===== src/rtl/shifter_arbiter_pkg.sv =====
// Shared widths, direction encodings and helpers for the two-requester shift arbiter.
package shifter_arbiter_pkg;

  localparam int unsigned DATA_W  = 32;
  localparam int unsigned SHAMT_W = 5;

  localparam logic DIR_LEFT  = 1'b1;
  localparam logic DIR_RIGHT = 1'b0;

  typedef struct packed {
    logic [DATA_W-1:0]  data;
    logic               dir;
    logic [SHAMT_W-1:0] shamt;
  } shift_op_t;

  function automatic logic [DATA_W-1:0] bit_reverse(input logic [DATA_W-1:0] d);
    logic [DATA_W-1:0] r;
    for (int i = 0; i < DATA_W; i++) begin
      r[i] = d[DATA_W-1-i];
    end
    return r;
  endfunction

endpackage


===== src/rtl/shifter.sv =====
// Combinational logical shifter, zero fill. Left shifts reuse the right-shift barrel
// by mirroring the operand on the way in and the result on the way out.
module shifter
  import shifter_arbiter_pkg::*;
(
  input  logic [DATA_W-1:0]  i_data,
  input  logic               i_dir,
  input  logic [SHAMT_W-1:0] i_shamt,
  output logic [DATA_W-1:0]  o_data
);

  logic [DATA_W-1:0] w_shr;

  always_comb begin
    logic [DATA_W-1:0] v;
    v = (i_dir == DIR_RIGHT) ? i_data : bit_reverse(i_data);
    for (int s = 0; s < SHAMT_W; s++) begin
      if (i_shamt[s]) begin
        v = v >> (1 << s);
      end
    end
    w_shr = v;
  end

  assign o_data = (i_dir == DIR_LEFT) ? bit_reverse(w_shr) : w_shr;

endmodule


===== src/rtl/shifter_arbiter.sv =====
// Two-requester round-robin front end for one shared shifter with a single registered
// result slot and per-requester saturating grant counters.
module shifter_arbiter
  import shifter_arbiter_pkg::*;
#(
  parameter int unsigned RESET_PRIO = 0,
  parameter int unsigned CNT_W      = 16
) (
  input  logic               clk,
  input  logic               rst,

  input  logic               req0_valid,
  output logic               req0_ready,
  input  logic [DATA_W-1:0]  req0_data,
  input  logic               req0_dir,
  input  logic [SHAMT_W-1:0] req0_shamt,

  input  logic               req1_valid,
  output logic               req1_ready,
  input  logic [DATA_W-1:0]  req1_data,
  input  logic               req1_dir,
  input  logic [SHAMT_W-1:0] req1_shamt,

  output logic               resp_valid,
  input  logic               resp_ready,
  output logic [DATA_W-1:0]  resp_data,
  output logic               resp_id,

  output logic [CNT_W-1:0]   grant_cnt0,
  output logic [CNT_W-1:0]   grant_cnt1
);

  logic              r_resp_valid;
  logic [DATA_W-1:0] r_resp_data;
  logic              r_resp_id;
  logic              r_prio;
  logic [CNT_W-1:0]  r_cnt0;
  logic [CNT_W-1:0]  r_cnt1;

  logic              w_can_accept;
  logic              w_grant_vld;
  logic              w_grant;
  logic              w_accept;
  shift_op_t         w_op;
  logic [DATA_W-1:0] w_shifted;

  assign w_can_accept = !r_resp_valid || resp_ready;
  assign w_grant_vld  = req0_valid || req1_valid;
  // Contention resolves by prio; otherwise the lone valid requester wins.
  assign w_grant      = (req0_valid && req1_valid) ? r_prio : req1_valid;
  assign w_accept     = !rst && w_can_accept && w_grant_vld;

  assign req0_ready = w_accept && !w_grant;
  assign req1_ready = w_accept && w_grant;

  always_comb begin
    if (w_grant) begin
      w_op = '{data: req1_data, dir: req1_dir, shamt: req1_shamt};
    end else begin
      w_op = '{data: req0_data, dir: req0_dir, shamt: req0_shamt};
    end
  end

  shifter u_shifter (
    .i_data  (w_op.data),
    .i_dir   (w_op.dir),
    .i_shamt (w_op.shamt),
    .o_data  (w_shifted)
  );

  always_ff @(posedge clk) begin
    if (rst) begin
      r_resp_valid <= 1'b0;
      r_resp_data  <= '0;
      r_resp_id    <= 1'b0;
      r_prio       <= 1'(RESET_PRIO);
      r_cnt0       <= '0;
      r_cnt1       <= '0;
    end else if (w_accept) begin
      r_resp_valid <= 1'b1;
      r_resp_data  <= w_shifted;
      r_resp_id    <= w_grant;
      r_prio       <= !w_grant;
      if (!w_grant && (r_cnt0 != '1)) begin
        r_cnt0 <= r_cnt0 + CNT_W'(1);
      end
      if (w_grant && (r_cnt1 != '1)) begin
        r_cnt1 <= r_cnt1 + CNT_W'(1);
      end
    end else if (resp_ready) begin
      r_resp_valid <= 1'b0;
    end
  end

  assign resp_valid = r_resp_valid;
  assign resp_data  = r_resp_data;
  assign resp_id    = r_resp_id;
  assign grant_cnt0 = r_cnt0;
  assign grant_cnt1 = r_cnt1;

endmodule


===== config.mk =====
export PLATFORM = sky130hd
export DESIGN_NAME = shifter_arbiter
export DESIGN_NICKNAME = d
export VERILOG_FILES = /design/src/rtl/shifter_arbiter_pkg.sv /design/src/rtl/shifter.sv /design/src/rtl/shifter_arbiter.sv
export SDC_FILE = /design/constraint.sdc
export NUM_CORES = 1
export LEC_CHECK = 0
export CAP_MARGIN = 20
export CORE_UTILIZATION = 55
export CTS_BUF_LIST = sky130_fd_sc_hd__clkbuf_4
export DETAILED_ROUTE_END_ITERATION = 8
export DONT_BUFFER_PORTS = 1
export GPL_TIMING_DRIVEN = 0
export PLACE_DENSITY = 0.71
export SLEW_MARGIN = 15
export SYNTH_ARGS = -nofsm -noshare
export SYNTH_HDL_FRONTEND = slang
export SYNTH_SLANG_ARGS = --single-unit

===== constraint.sdc =====
create_clock -name clk -period 2.9 [get_ports clk]
set_clock_uncertainty 0.15 [all_clocks]
set_input_delay 0.58 -clock clk [delete_from_list [all_inputs] [get_ports clk]]
set_output_delay 0.58 -clock clk [all_outputs]
set_load 0.02 [all_outputs]

# == Yosys cells after proc, flatten, opt, wreduce, memory -nomap -nowiden ==
# Index checks and enable logic that the tools add are counted.
# word_totals
regBits,67
in_bits,81
out_inout_bits,68
wordCells,36
# classes
addsub,2
eq_ne,2
n_mux,11
reduce_logical,15
# ops
operator,n
2-to-1 mux 32 bit,7
2-to-1 mux 38 bit,1
"adder 16 x 1 -> 16 bit, second input constant",2
"inequality test 16 bit, second input constant",2
logical AND 1 bit,7
AND reduction 2 bit,2
zero test 1 bit,3
2-to-1 mux 1 bit,3
logical OR 1 bit,2
nonzero test 2 bit,1

# == Logic depth before layout (Yosys ltp) ==
# logic_depth
ltp_word,10
mapped_depth,13

# == Modules after synthesis ==
# Synthesis repeated with hierarchy kept, for this count alone.
# hier_totals
cells_unflattened,736
hier_area_um2,6485.0
# by_module_without_submodules
module,n_inst,cells_each,area_each_um2
shifter_arbiter,1,393,3499.6
shifter,1,343,2985.4

# == Least setup slack after synthesis ==
# Ideal clock, no wire load.
# synth_path
kind,input port to flip-flop
startpoint,input rst
endpoint,register r_cnt0[11] (netlist: grant_cnt0[11])
t_arrival_ps,2661
required_ps,2680
path_slack_ps,19
stages,9
path_cell_list,clkbuf_1 > or3_1 > buf_2 > nor2_2 > o21ai_2 > or3_1 > clkbuf_1 > or3_1 > a21oi_1
# synth_via
elab_chain_len,4
# synth_lines
item,line,rtl
from (decl),shifter_arbiter.sv:10,"input logic rst,"
zero test 1 bit,shifter_arbiter.sv:51,assign w_accept = !rst && w_can_accept && w_grant_vld;
logical AND 1 bit (2 in series),shifter_arbiter.sv:51,
AND reduction 2 bit (no source line),--,
to (signal assigned),shifter_arbiter.sv:85,r_cnt0 <= r_cnt0 + CNT_W'(1);
to (decl),shifter_arbiter.sv:37,logic [CNT_W-1:0] r_cnt0;
# Several ways; a longest one is shown, not always the timed one.
# A chain may end at the register's enable or synchronous reset.

# == Worst setup path in the final report ==
# layout_path
startpoint,input req0_shamt[1]
endpoint,register r_resp_data[31] (netlist: resp_data[31])
# layout_via
elab_chain_len,6
# layout_lines
item,line,rtl
from (decl),shifter_arbiter.sv:16,"input logic [SHAMT_W-1:0] req0_shamt,"
2-to-1 mux 38 bit,shifter_arbiter.sv:57,if (w_grant) begin
2-to-1 mux 32 bit (4 in series),shifter.sv:18,if (i_shamt[s]) begin
2-to-1 mux 32 bit,shifter.sv:25,assign o_data = (i_dir == DIR_LEFT) ? bit_reverse(w_shr) : w_shr;
to (signal assigned),shifter_arbiter.sv:81,r_resp_data <= w_shifted;
to (decl),shifter_arbiter.sv:34,logic [DATA_W-1:0] r_resp_data;
# Every way passes these cells.

==> metrics.txt <==
Die Area 0.01414 mm^2; CP Capture Type register; quantity of I/O buffers inserted on ports 0; number of endpoints with negative hold slack in the final report 0; master of the slowest instance on the critical path sky130_fd_sc_hd__o211ai_1; Synth area leaders sky130_fd_sc_hd__dfxtp_1 18%, sky130_fd_sc_hd__mux4_2 17%, sky130_fd_sc_hd__mux2i_1 11%; worst-case reg-to-reg path depth 10; Starting Density 0.5653; Num CTS Buffers 9; Worst Hold Launch req0_valid; hold_buf cts 0; aggregate global-route resource usage 0.4477; critical path peak fanout 10; worst setup path startpoint req0_shamt[1]; Synth cell types 80; top cell type's share of synthesized area 0.1785; area added between synthesis and finish 13.18%; number of storage elements in the synthesis netlist 67; proportion of register bits with asynchronous set or reset after synthesis 0; iteration count of the initial detailed-routing pass 9; Worst Hold Path Cells 2; pin count of the biggest net entering global routing 13; delay of the slowest critical-path stage 0.40 ns; primary flip-flop cell chosen by synthesis mapping sky130_fd_sc_hd__dfxtp_1; endpoint arrival time on the critical path 3.07 ns; Layout Cells excl Fill about 1100; post-layout utilization of the core 0.6398; post-place setup slack -1.033 ns; height of the chip 118.9 um; max-slew violation total from the final report 0; critical path start-end classification in2reg; data required time of the critical path 3.07 ns; mean instance size in the synthesized netlist 8.521 um^2; capture instance of the worst register-to-register path resp_data[21]; average wire per standard cell 29.13 um; reg2reg setup slack 0.00006 ns; worst-case clock buffer depth 2; number of placed instances, taps included around 1100; total standard cell area after synthesis 0.007516 mm^2; Worst VDD drop 0.0002536 V; proportion of layout cells with a drive suffix above 1 0.2640; type of the most critical hold path in2reg; post-detailed-route count of antenna-violating nets 0; TritonCTS Sinks 67; CP startpoint kind input pin; max frequency 344.8 MHz; total of fill cells in the finished design about 1100; width of the chip 118.9 um; WL final 31.63 mm; area taken by flip-flops and latches 0.001343 mm^2; net count reported at finish 988; detailed-route via count around 8400; static leakage power roughly 3.0 nW; count of mapped cells out of synthesis 882; Worst R2R Start r_prio; Core Box Area between 0.01 and 0.015 mm^2; final setup margin 0.00005662 ns; first-pass GRT wire length around 48 mm; post-synth net total 965; number of core rows 42; destination of the worst hold path resp_valid; number of I/O pins 149; clock insertion delay at the later pin of the skew report 0.46 ns; max-cap violation count 0; number of enable flip-flop cells after synthesis 0; power density of the placed cells 409.7 mW/mm^2; setup violation total in the final timing report 0; area taken by multi-input logic gates 0.006101 mm^2; headroom to the max-slew limit 0.5480; slew at the pin closest to its max-slew limit ~0.68 ns; Hold Worst Slack 0.1231 ns; antenna violations before repair 1; Worst-path clk slew 0.13 ns; outcome completed; top cell type by total area after synthesis sky130_fd_sc_hd__dfxtp_1; most common cell after layout, fill and taps aside sky130_fd_sc_hd__nor2_1; H-Tree Depth 3; CTS root buf sky130_fd_sc_hd__clkbuf_4; fraction of the yosys area taken by sequential cells 0.1785; share of the cycle needed by the critical path after routing 1.000; Cell Chain, Critical Path buf_2 > buf_2 > mux4_2 > mux2i_2 > o32ai_2 > a31oi_2 > mux2i_2 > o211ai_1 > o221ai_1; drt initial violations roughly 1200; post-route minimum period 2.900 ns; top library cells by usage in the layout, fill and taps aside 95 x sky130_fd_sc_hd__nor2_1, 74 x sky130_fd_sc_hd__nand2_1, 66 x sky130_fd_sc_hd__dfxtp_1, 64 x sky130_fd_sc_hd__mux2i_1, 58 x sky130_fd_sc_hd__mux4_2; warnings from Yosys 0; placer's final routability congestion estimate 1.060; via count of the first global-routing pass 8094; DR DRC count 0; clock tree from TritonCTS yes; unrepaired setup endpoints after global routing yes; grt total ovfl 0; detailed-placement wirelength estimate 24.47 mm; number of vias per cell 7.728
-- critical path: cells and delay by family --
family          cells  cell delay, ns
compound gates      4            1.06
buf+inv             2            0.57
mux                 3            0.85
-- what timing repair did --
action | in CTS | in global routing
buffers inserted | 4 | 9
gates resized for setup | 55 | 85
endpoints found under the setup margin | 44 | 44
pin swaps | 4 | 12
endpoints found under the hold margin | 0 | 0
-- through the flow --
stage               total power [mW]  TNS [ns]  area [um^2]
global placement               2.456    -25.41         7736
CTS                            3.324  -0.05781         8133
detailed placement             2.464    -25.35         7741
floorplan                      2.055         0         7516
finish                         3.485         0         8507
global route                   3.594  -0.06342         8507
-- worst max-delay path by stage --
stage          depth (start not counted)  slack (ns)              to
5_1_grt                               11       -0.03   resp_data[29]
2_1_floorplan                          9        0.02  grant_cnt0[11]
3_3_place_gp                          10       -1.13   resp_data[19]
4_1_cts                                8       -0.06   resp_data[20]
6_report                               9     0.00006   resp_data[31]
3_5_place_dp                          11       -1.03   resp_data[19]
-- Yosys cell counts, drive strengths merged, types with 4 or more instances --
| library cell | instances |
|---|---|
| nor2 | 103 |
| mux2i | 80 |
| nand2 | 80 |
| dfxtp | 67 |
| mux4 | 60 |
| o21ai | 60 |
| nand3 | 45 |
| buf | 43 |
| a21oi | 33 |
| clkbuf | 31 |
| a211oi | 27 |
| nor3 | 23 |
| mux2 | 19 |
| a31oi | 14 |
| o211ai | 14 |
| or3 | 14 |
| xnor2 | 13 |
| inv | 10 |
| nand4 | 10 |
| xor2 | 10 |
| a22oi | 9 |
| o221ai | 9 |
| a221oi | 8 |
| o22ai | 8 |
| nor2b | 7 |
| and2 | 6 |
| nor4 | 6 |
| a211o | 5 |
| a311oi | 5 |
| a32oi | 5 |
| and4 | 5 |
| nand2b | 5 |
| a21boi | 4 |
| a31o | 4 |
-- final cells by class --
cell class / instances / share of cell area
Inverter: 10 / 0.004412
Antenna cell: 1 / 0.0002942
Tap cell: 176 / 0.02589
Buffer: 72 / 0.06089
Clock inverter: 6 / 0.01353
Multi-Input combinational cell: 731 / 0.7172
Sequential cell: 67 / 0.1578
Timing Repair Buffer: 14 / 0.01206
Clock buffer: 9 / 0.007942
-- routing by layer --
layer	vias up	global-route usage	routed length, um
met5	-	0	0
met4	0	0.2104	1674
met3	139	0.1566	4711
met2	800	0.6703	13520
met1	3976	0.5763	11720
li1	3478	-	-
-- cells by family (layout without fill, tap and decap cells) --
family | Yosys count | after routing | synth area share
AOI/OAI and AO/OA | 237 | 237 | 0.2192
and+or+nand+nor | 310 | 310 | 0.1916
other | 0 | 1 | 0
muxes | 159 | 159 | 0.3163
buffers and inverters | 84 | 111 | 0.06426
adders and majority gates | 2 | 2 | 0.003329
DFF | 67 | 67 | 0.1785
xor gates and xnor gates | 23 | 23 | 0.02680
-- report_power, final --
group	internal, mW	switching, mW	leakage [nW]
clock	0.434	0.364	0.0922
sequential	0.976	0.109	0.547
combinational	0.621	0.980	2.33
total	2.03	1.45	2.97
-- state kept, by name, summed over array words and instances (netlist names) --
| register | cells |
|---|---|
| grant_cnt0 | 16 |
| grant_cnt1 | 16 |
| r_prio | 1 |
| resp_data | 32 |
| resp_id | 1 |
| resp_valid | 1 |
Note: power is estimated with default switching activity, not from simulation.
